## src/rtl/forest_pkg.sv

```systemverilog
// forest_pkg: shared constants and types for the tree-ensemble
// vote aggregation datapath.
package forest_pkg;

    localparam int N_FEATURES = 51;
    localparam int N_CLASSES  = 4;
    localparam int N_TREES    = 8;
    localparam int CLS_W      = $clog2(N_CLASSES);
    localparam int CNT_W      = $clog2(N_TREES + 1);
    localparam int VOTES_W    = N_CLASSES * N_TREES;

    typedef enum logic [1:0] {
        IDLE,
        COUNT,
        DONE
    } state_t;

endpackage

```

## src/rtl/forest_vote_argmax_popcount.sv

```systemverilog
// vote_popcount: combinational count of set bits in one
// class's tree-vote slice.
module vote_popcount
    import forest_pkg::*;
(
    input  logic [N_TREES-1:0] bits,
    output logic [CNT_W-1:0]   cnt
);

    // ripple sum of the vote bits
    always_comb begin
        cnt = '0;
        for (int i = 0; i < N_TREES; i++) begin
            cnt = cnt + CNT_W'(bits[i]);
        end
    end

endmodule

```

## src/rtl/forest_vote_argmax.sv

```systemverilog
// forest_vote_argmax: captures one vote vector, counts votes
// per class one class per cycle and reports the argmax.
module forest_vote_argmax
    import forest_pkg::*;
(
    input  logic               clk,
    input  logic               rst_n,
    input  logic               in_valid,
    output logic               in_ready,
    input  logic [VOTES_W-1:0] votes,
    output logic               out_valid,
    input  logic               out_ready,
    output logic [CLS_W-1:0]   out_class,
    output logic [CNT_W-1:0]   out_count,
    output logic               out_tie
);

    localparam logic [CLS_W-1:0] LAST = CLS_W'(N_CLASSES - 1);

    state_t             state_q;
    state_t             state_d;
    logic [CLS_W-1:0]   idx_q;
    logic [VOTES_W-1:0] votes_q;
    logic [CLS_W-1:0]   best_class_q;
    logic [CNT_W-1:0]   best_cnt_q;
    logic               tie_q;
    logic [CLS_W-1:0]   nb_class;
    logic [CNT_W-1:0]   nb_cnt;
    logic               nb_tie;
    logic [N_TREES-1:0] slice;
    logic [CNT_W-1:0]   cnt;
    logic               accept;
    logic               last;

    assign in_ready  = (state_q == IDLE);
    assign out_valid = (state_q == DONE);
    assign accept    = in_valid && in_ready;
    assign last      = (idx_q == LAST);
    assign slice     = votes_q[int'(idx_q) * N_TREES +: N_TREES];

    vote_popcount u_popcount (
        .bits (slice),
        .cnt  (cnt)
    );

    // state register
    always_ff @(posedge clk or negedge rst_n) begin
        if (!rst_n) begin
            state_q <= IDLE;
        end else begin
            state_q <= state_d;
        end
    end

    // next state and running best-class update
    always_comb begin
        state_d  = state_q;
        nb_class = best_class_q;
        nb_cnt   = best_cnt_q;
        nb_tie   = tie_q;
        if (idx_q == '0) begin
            nb_class = '0;
            nb_cnt   = cnt;
            nb_tie   = 1'b0;
        end else if (cnt > best_cnt_q) begin
            nb_class = idx_q;
            nb_cnt   = cnt;
            nb_tie   = 1'b0;
        end else if (cnt == best_cnt_q) begin
            nb_tie   = 1'b1;
        end
        unique case (state_q)
            IDLE:    if (accept) state_d = COUNT;
            COUNT:   if (last) state_d = DONE;
            DONE:    if (out_ready) state_d = IDLE;
            default: state_d = IDLE;
        endcase
    end

    // capture, per-class accumulation and result registers
    always_ff @(posedge clk or negedge rst_n) begin
        if (!rst_n) begin
            votes_q      <= '0;
            idx_q        <= '0;
            best_class_q <= '0;
            best_cnt_q   <= '0;
            tie_q        <= 1'b0;
            out_class    <= '0;
            out_count    <= '0;
            out_tie      <= 1'b0;
        end else begin
            if (state_q == IDLE && accept) begin
                votes_q <= votes;
                idx_q   <= '0;
            end
            if (state_q == COUNT) begin
                best_class_q <= nb_class;
                best_cnt_q   <= nb_cnt;
                tie_q        <= nb_tie;
                if (last) begin
                    out_class <= nb_class;
                    out_count <= nb_cnt;
                    out_tie   <= nb_tie;
                end else begin
                    idx_q <= idx_q + 1'b1;
                end
            end
        end
    end

endmodule

```

## config.mk

```make
export PLATFORM = sky130hd
export DESIGN_NAME = forest_vote_argmax
export DESIGN_NICKNAME = d
export VERILOG_FILES = /design/src/rtl/forest_pkg.sv /design/src/rtl/forest_vote_argmax_popcount.sv /design/src/rtl/forest_vote_argmax.sv
export SDC_FILE = /design/constraint.sdc
export NUM_CORES = 1
export LEC_CHECK = 0
export ABC_AREA = 1
export CORE_MARGIN = 4
export CORE_UTILIZATION = 48
export DETAILED_ROUTE_END_ITERATION = 16
export PLACE_DENSITY = 0.76
export SLEW_MARGIN = 20
export SYNTH_ARGS = -nofsm -noshare
export SYNTH_HDL_FRONTEND = slang
export SYNTH_HIERARCHICAL = 1
export SYNTH_SLANG_ARGS = --single-unit
```

## constraint.sdc

```tcl
create_clock -name clk -period 4.05 [get_ports clk]
set_input_delay 0.6075 -clock clk [delete_from_list [all_inputs] [get_ports clk]]
set_output_delay 0.6075 -clock clk [all_outputs]
set_load 0.02 [all_outputs]
```

==> reports/results.ini, run 1 <==
[layout]
finalInstanceArea_sq_um=3588
mostFrequentLayoutCell=dfrtp_1
nNetsFinal=371
area_growth_pct=33.40
stdcell_count=393
diodes=0
drive_above_1_share_pct=29.41
layout_common_cells=dfrtp_1, clkdlybuf4s50_1, nand2_1

[hold_path]
min_path_type=primary input to asynchronous set/reset pin

[timing]
fin_skew_ns=0.008289
finalSetupViolCount=14
hold_viol=0
max_freq_mhz=236.2
finalCritPeriodShare_pct=104.5
post-route-min-period_ns=4.233
drv_slew=0
fin_ws_ns=-0.1833
relSlewSlack_pct=59.97
tightest_slew_ns=0.6005
rsz0062_at_grt=yes

[die]
std_cell_rows=26
dieArea_sq_um=6866
start_util_pct=51.04
die-width_um=82.86
io_pins=45
core_sq_um=5270
die_y_um=82.86

[logic_synthesis]
netlist_instances=262
synth-xor-area-share_pct=0
synth.net_count=311
yosysWarningCount=6
synth_top_area_share_pct=46.51
synthAdderAreaFrac_pct=7.163
synth_compound_area_share_pct=5.907
ys_types=25
synth_simple_gate_area_share_pct=15.86
synth_top_family_by_area=multiplexers
syn-mean-instance-area_sq_um=10.27
syn_area_sq_um=2690
yosys_register_bits=50
synth_top_cells_by_area=dfrtp_1, mux2_4, nand2_1
synth_top_cell_by_area=dfrtp_1
synth.area.mux_share_pct=17.30
yosysSeqAreaShare_pct=46.51

[detailed_routing]
firstDrtPassIters=4
route.detailed.drc=0
ant_nets=0
routed_wirelength_um=5413
post_drt_via_cell_ratio=5.041
drt_iter0_markers=80
wire_per_inst_um=13.77
vias=1981

[grt]
antenna_found_initial=0
grt_max_degree=51
grt_pass1_vias=2021
gr-total-overflow=0
groute.usage.overall_pct=15.57
grt_pass1_wl_um=8949

[place]
hpwl_um=3805
placed_cells=379
post-place-ws_ns=-0.1871
numPortBuffers=44
gp_congestion=0.8310
placed_cell_area_sq_um=3292

[clock_tree]
clkLatencyLatePin_ns=0.31
clkTransAtPathRegs_ns=0.09
clockBufferDepth=2
cts_tree=done
h-tree-depth=2
root_buffer=clkbuf_8
cts.sinks=50
cts_buffers=5
ctsHoldBuffers=0

[critical_path]
cp_max_fo=8
worstPathArrival_ns=4.43
crit_path_start_kind=flip-flop
critical_path_required_ns=4.25
ff2ff_setup_slack_ns=-0.18
setup.worst_path.end_class=flip-flop
reg2reg_depth=23
critPathKind=flip-flop to flip-flop

[status]
violations=setup timing
status=complete, but fails checks

[flow_run]
cap_violations=0

area by class of cell:
cell class / instances / area, sq um
clock inverters: 1 / 5.005
inverters: 37 / 156.4
fillers: 418 / 1682
multi-input cells: 168 / 1409
well taps: 70 / 87.58
clock buffers: 7 / 86.33
repair buffers: 60 / 591.8
flip-flops and latches: 50 / 1252
cell families after synthesis:
family                   count (synthesis)
AO/OA/AOI/OAI                           29
adder cells (fa/ha/maj)                 13
buffers and inverters                   44
flip-flops                              50
multiplexers                            32
AND/OR/NAND/NOR                         94
state kept, by name (all words and copies together), names as in the netlist:
register and flops:
best_cnt_q 4, out_tie 1, out_count 4, best_class_q 2, out_class 2, tie_q 1
idx_q 2, votes_q 32, state_q 2
repair_timing:
item                       CTS  global route
gates resized for setup     10            24
pin swaps                    7             6
gates cloned                 0             1
setup buffers                2             3
setup endpoints to repair   14            14
metrics by stage:
step	util [%]	hold slack, ns	setup TNS, ns
finish	68.09	0.2971	-2.192
global route	68.09	0.3605	-5.089
CTS	65.00	0.4884	-1.932
detailed placement	62.46	0.4648	-2.131
global placement	62.46	0.4625	-0.4507
floorplan	-	0.3119	-0.2355
per-layer routing:
metal	share of wire (%)	vias up	track usage, %
li1	-	977	-
met1	43	943	18.97
met2	50	52	27.84
met3	4.8	9	3.762
met4	1.6	0	3.418
met5	0	-	0
worst max-delay path: stages, from the launching register on:
cell and delay [ns]:
dfrtp_2 0.45, buf_12 0.15, clkinv_8 0.05, nor2_1 0.04
o22ai_1 0.16, inv_1 0.08, fa_1 0.48, fa_1 0.54
fa_1 0.41, inv_1 0.07, ha_2 0.17, inv_2 0.04
fa_2 0.52, inv_2 0.05, ha_4 0.27, nand2_2 0.06
nand2_2 0.06, nand2_2 0.07, nand2_4 0.10, nand2_8 0.08
nand2_8 0.10, nand2_2 0.07, nand3_1 0.07, nand2_1 0.05
synth_stat cells:
master    instances
nand2_2           1
fa_1              4
nand2_1          49
o22ai_1           8
nand4_1           4
nand3_1          18
nor2_4            2
dfrtp_1          50
mux2_4           28
clkbuf_1          2
nor2_1           18
inv_2             1
o21ai_0          18
buf_2             2
inv_4             2
a31oi_1           1
a21oi_1           1
o31ai_1           1
nor2_8            1
buf_6             3
ha_1              9
nand2_4           1
clkinv_1          1
mux2_2            4
inv_1            33
path summary, 6_finish.rpt:
check                                      endpoint                startpoint
setup / recovery           out_count[1]$_DFFE_PN0P_        idx_q[0]$_DFF_PN0_
hold reg to reg            out_count[0]$_DFFE_PN0P_  out_count[0]$_DFFE_PN0P_
min in group clk           out_count[0]$_DFFE_PN0P_  out_count[0]$_DFFE_PN0P_
setup reg to reg           out_count[1]$_DFFE_PN0P_        idx_q[0]$_DFF_PN0_
max in group asynchronous        idx_q[0]$_DFF_PN0_                     rst_n
hold / removal             out_count[0]$_DFFE_PN0P_                     rst_n
Power of run 1 is left out: the tool's default activity adds up to more than one toggle a clock period on the data nets, which glitch-free logic cannot reach.
==> run 2, diff against run 1 <==
Settings changed: CORE_MARGIN 4 to not set.
==> run 2 against run 1 <==
Net effect:
- the run still ends with setup timing left
- global-route usage is 6.0 points higher
- setup slack lost 0.010 ns
- utilization is 0.90 points higher
==> reports/results.ini, run 2 (synthesis results as in run 1) <==
[timing]
max_freq_mhz=235.6
fin_skew_ns=0.002712
finalSetupViolCount=14
tightest_slew_ns=0.6269
hold_viol=0
relSlewSlack_pct=58.21
fin_ws_ns=-0.1937
finalCritPeriodShare_pct=104.8
post-route-min-period_ns=4.244
drv_slew=0
rsz0062_at_grt=yes

[grt]
grt_max_degree=51
grt-busiest-layer=met2
use_met2_pct=37.32
antenna_found_initial=0
grt_pass1_wl_um=9991
met1_usage_pct=26.90
groute.usage.overall_pct=21.60
met3_usage_pct=4.286
grt_pass1_vias=2124
gr-total-overflow=0

[clock_tree]
cts_buffers=5
ctsHoldBuffers=0
cts.sinks=50
h-tree-depth=2
clkLatencyLatePin_ns=0.31
cts_tree=done
clockBufferDepth=2
root_buffer=clkbuf_8
clkTransAtPathRegs_ns=0.10

[critical_path]
reg2reg_depth=22
critPathKind=flip-flop to flip-flop
crit_path_start_kind=flip-flop
cp_max_fo=7
worstPathArrival_ns=4.45
setup.worst_path.end_class=flip-flop
critical_path_required_ns=4.26

[status]
status=complete, but fails checks
violations=setup timing

[detailed_routing]
firstDrtPassIters=6
routed_wirelength_um=6188
wire_per_inst_um=15.87
drt_iter0_markers=153
ant_nets=0
post_drt_via_cell_ratio=5.303
route.detailed.drc=0
vias=2068

[layout]
finalInstanceArea_sq_um=3613
drive_above_1_share_pct=32.81
stdcell_count=390
regMostFlops=votes_q
mostFrequentLayoutCell=dfrtp_1
area_growth_pct=34.33
reg_top3=votes_q: 32 flops, best_cnt_q: 4 flops, out_count: 4 flops
nNetsFinal=368
layout_common_cells=dfrtp_1, clkdlybuf4s50_1, nand2_1
diodes=0
largest_reg_flops=32
fin_util_pct=68.99

[place]
gp_congestion=0.8312
hpwl_um=4005
numPortBuffers=44
placed_cell_area_sq_um=3257
post-place-ws_ns=-0.1911
placed_cells=376

[die]
core_sq_um=5238
dieArea_sq_um=5907
io_pins=45
die_y_um=76.86
start_util_pct=51.36
die-width_um=76.86
std_cell_rows=26

[hold_path]
min_path_type=primary input to asynchronous set/reset pin

[flow_run]
cap_violations=0

[run 2: timing repair]
action,4_1_cts,5_1_grt
setup endpoints to repair,14,14
gates resized for setup,18,36
pin swaps,14,18
buffers inserted,3,3
[run 2: worst max-delay path, cell delays in order (launching register included)]
cell      delay [ns]
dfrtp_2         0.47
clkinv_4        0.13
nor2_2          0.06
o22ai_2         0.17
inv_1           0.08
fa_1            0.46
fa_1            0.56
fa_1            0.44
inv_2           0.08
ha_4            0.13
inv_2           0.03
fa_2            0.52
inv_2           0.06
ha_4            0.28
nand2_2         0.06
nand2_2         0.07
nand2_2         0.06
nand2_4         0.09
nand2_8         0.08
nand2_8         0.12
nand2_4         0.08
nand3_2         0.06
nand2_1         0.05
[run 2: cell type report]
type | instances | area, sq um
Clock buffer | 5 | 68.82
Clock inverter | 3 | 47.55
Fill cell | 390 | 1624
Inverter | 37 | 148.9
Multi-Input combinational cell | 168 | 1465
Sequential cell | 50 | 1252
Tap cell | 70 | 87.58
Timing Repair Buffer | 57 | 543.0
[run 2: routing by layer]
metal  share of wire [%]  up-vias  wire [um]
met4                 1.7        0        104
met3                 3.6       12        224
li1                    -      973          -
met2                  54       57       3332
met1                  41     1026       2527
met5                   0        -          0
[run 2: worst paths after layout]
| path | from | to | slack (ns) |
|---|---|---|---|
| worst max-delay path | idx_q[0]$_DFF_PN0_ | best_cnt_q[2]$_DFFE_PN0N_ | -0.19 |
| worst min-delay path | rst_n | votes_q[29]$_DFFE_PN0P_ | 0.29 |
| worst max register to register | idx_q[0]$_DFF_PN0_ | best_cnt_q[2]$_DFFE_PN0N_ | -0.19 |
| worst min register to register | out_class[0]$_DFFE_PN0P_ | out_class[0]$_DFFE_PN0P_ | 0.48 |
| max in group asynchronous | rst_n | idx_q[0]$_DFF_PN0_ | 3.29 |
| min in group clk | out_class[0]$_DFFE_PN0P_ | out_class[0]$_DFFE_PN0P_ | 0.48 |
[run 2: metrics by stage]
stage	hold WS [ns]	TNS [ns]
2_1_floorplan	0.3119	-0.2355
3_3_place_gp	0.4653	-0.6734
3_5_place_dp	0.4685	-2.265
4_1_cts	0.4850	-1.248
5_1_grt	0.3376	-4.835
6_report	0.2939	-2.302
Power of run 2 is left out for the same reason.
==> run 3, diff against run 2 <==
Settings changed: CORE_UTILIZATION 48 to 57, DONT_BUFFER_PORTS set to 1, PLACE_DENSITY 0.76 to 0.75, SLEW_MARGIN 20 to 10.
==> run 3 against run 2 <==
Net effect:
- the run ends with DRC, setup timing left
- sequential share of layout area grew 4.0 points
- non-clock buffer count down 39
- fmax is 0.39% lower
- die area decreased by 15%
- first-iteration DRC count decreased by 8.5%
- cell count decreased by 15%
- routed wire length is 7.1% lower
- critical path depth unchanged
- count of clock-buffer cells in the layout is the same
- cell area fell by 10%
- critical path type unchanged
- largest cell class unchanged
==> reports/results.ini, run 3 (synthesis results as in run 1) <==
[detailed_routing]
route.detailed.drc=4
post_drt_via_cell_ratio=5.664
drt_iter0_markers=140
routed_wirelength_um=5747
ant_nets=0
vias=1886
firstDrtPassIters=10
wire_per_inst_um=17.26

[layout]
drive_above_1_share_pct=39.15
fillers=294
stdcell_count=333
multiInputGateArea_sq_um=1470
diodes=0
seqCellArea_sq_um=1254
area_growth_pct=20.47
mostFrequentLayoutCell=dfrtp_1
nNetsFinal=329
largest_reg_flops=32
regMostFlops=votes_q
layout_common_cells=dfrtp_1, nand2_1, mux2_4
reg_top3=votes_q: 32 flops, best_cnt_q: 4 flops, out_count: 4 flops
finalInstanceArea_sq_um=3241

[flow_run]
cap_violations=0

[clock_tree]
cts.sinks=50
clockBufferDepth=2
clkLatencyLatePin_ns=0.31
cts_buffers=5
h-tree-depth=2
root_buffer=clkbuf_8
clkTransAtPathRegs_ns=0.09
cts_tree=done

[timing]
rsz0062_at_grt=yes
post-route-min-period_ns=4.261
finalSetupViolCount=14
hold_viol=0
fin_ws_ns=-0.2105
tightest_slew_ns=0.5850
max_freq_mhz=234.7
drv_slew=0
hold_ws_ns=0.1372
relSlewSlack_pct=61.00
finalCritPeriodShare_pct=105.2
fin_skew_ns=0.004756

[critical_path]
crit_family=adder cells
crit_path_start_kind=flip-flop
slowest_delay_ns=0.56
setup.worst_path.end_class=flip-flop
worstPathArrival_ns=4.46
ff2ff_setup_slack_ns=-0.21
critPathKind=flip-flop to flip-flop
crit_buf_inv=5
reg2reg_depth=22
regToRegEndpoint=out_count[3]$_DFFE_PN0P_
path_depth=22
cp_slowest_cell=fa_1
rr_startpoint=idx_q[0]$_DFF_PN0_
critical_path_required_ns=4.25
cp_max_fo=8
path_cells=clkinv_4 -> nor2_2 -> o22ai_1 -> inv_1 -> fa_1 -> fa_1 -> fa_1 -> inv_2 -> ha_4 -> inv_2 -> fa_2 -> inv_2 -> ha_4 -> nand2_2 -> nand2_2 -> nand2_4 -> nand2_4 -> nand2_8 -> nand2_8 -> nand2_4 -> nand3_1 -> nand2_1

[place]
hpwl_um=3565
placed_cells=317
placed_cell_area_sq_um=2821
gp_congestion=0.9345
numPortBuffers=0
post-place-ws_ns=-0.1792

[die]
start_util_pct=60.53
dieArea_sq_um=4998
io_pins=45
std_cell_rows=24
die_y_um=70.70
die-width_um=70.70
core_sq_um=4444

[grt]
gr-total-overflow=0
grt_pass1_vias=1836
grt_pass1_wl_um=8576
grt_max_degree=51
antenna_found_initial=0
groute.usage.overall_pct=22.53

[hold_path]
min_path_type=primary input to asynchronous set/reset pin

[status]
status=complete, but fails checks
violations=DRC, setup timing

run 3: cell types whose count changed in the layout (fill, tap and decap cells not counted), moves of 3 or more:
cell	delta
clkdlybuf4s50_1	-43
buf_4	+3
nand2_4	+3
nor2_1	+3
run 3: per-layer routing:
layer	GRT usage, %	part of all wire (%)
met1	31.61	45
met2	34.62	48
met3	5.840	4.8
met4	7.333	2.1
met5	0	0
run 3: final cells by class:
cell class | count | area share, %
multi-input cells | 168 | 45.37
inverters | 37 | 4.672
clock buffers | 5 | 2.124
clock inverters | 3 | 2.124
repair buffers | 18 | 5.019
flip-flops and latches | 50 | 38.69
well taps | 52 | 2.008
run 3: how the worst max path moves through the flow:
stage,startpoint,to
after CTS,idx_q[1]$_DFF_PN0_,out_count[0]$_DFFE_PN0P_
after detailed placement,idx_q[0]$_DFF_PN0_,out_count[2]$_DFFE_PN0P_
after global placement,idx_q[0]$_DFF_PN0_,out_count[1]$_DFFE_PN0P_
after floorplan,idx_q[0]$_DFF_PN0_,best_cnt_q[0]$_DFFE_PN0N_
after global routing,idx_q[0]$_DFF_PN0_,out_count[3]$_DFFE_PN0P_
final,idx_q[0]$_DFF_PN0_,out_count[3]$_DFFE_PN0P_
run 3: worst reg2reg max path, stage by stage (launching register included):
cell,delay [ns]
dfrtp_2,0.48
clkinv_4,0.11
nor2_2,0.04
o22ai_1,0.14
inv_1,0.08
fa_1,0.56
fa_1,0.44
fa_1,0.48
inv_2,0.08
ha_4,0.13
inv_2,0.04
fa_2,0.56
inv_2,0.05
ha_4,0.26
nand2_2,0.06
nand2_2,0.09
nand2_4,0.06
nand2_4,0.09
nand2_8,0.09
nand2_8,0.13
nand2_4,0.07
nand3_1,0.07
nand2_1,0.06
run 3: what timing repair did:
item | in CTS | in global routing
pin swaps | 6 | 27
hold buffers | 1 | 0
endpoints found under the setup margin | 14 | 14
gates resized for setup | 15 | 41
hold endpoints to repair | 50 | 0
setup buffers | 4 | 3
run 3: metrics by stage:
step	util (%)	TNS, ns
2_1_floorplan	-	-0.2355
3_3_place_gp	63.49	-0.3215
3_5_place_dp	63.49	-1.993
4_1_cts	68.75	-0.4751
5_1_grt	72.92	-4.579
6_report	72.92	-2.484
Power of run 3 is left out for the same reason.
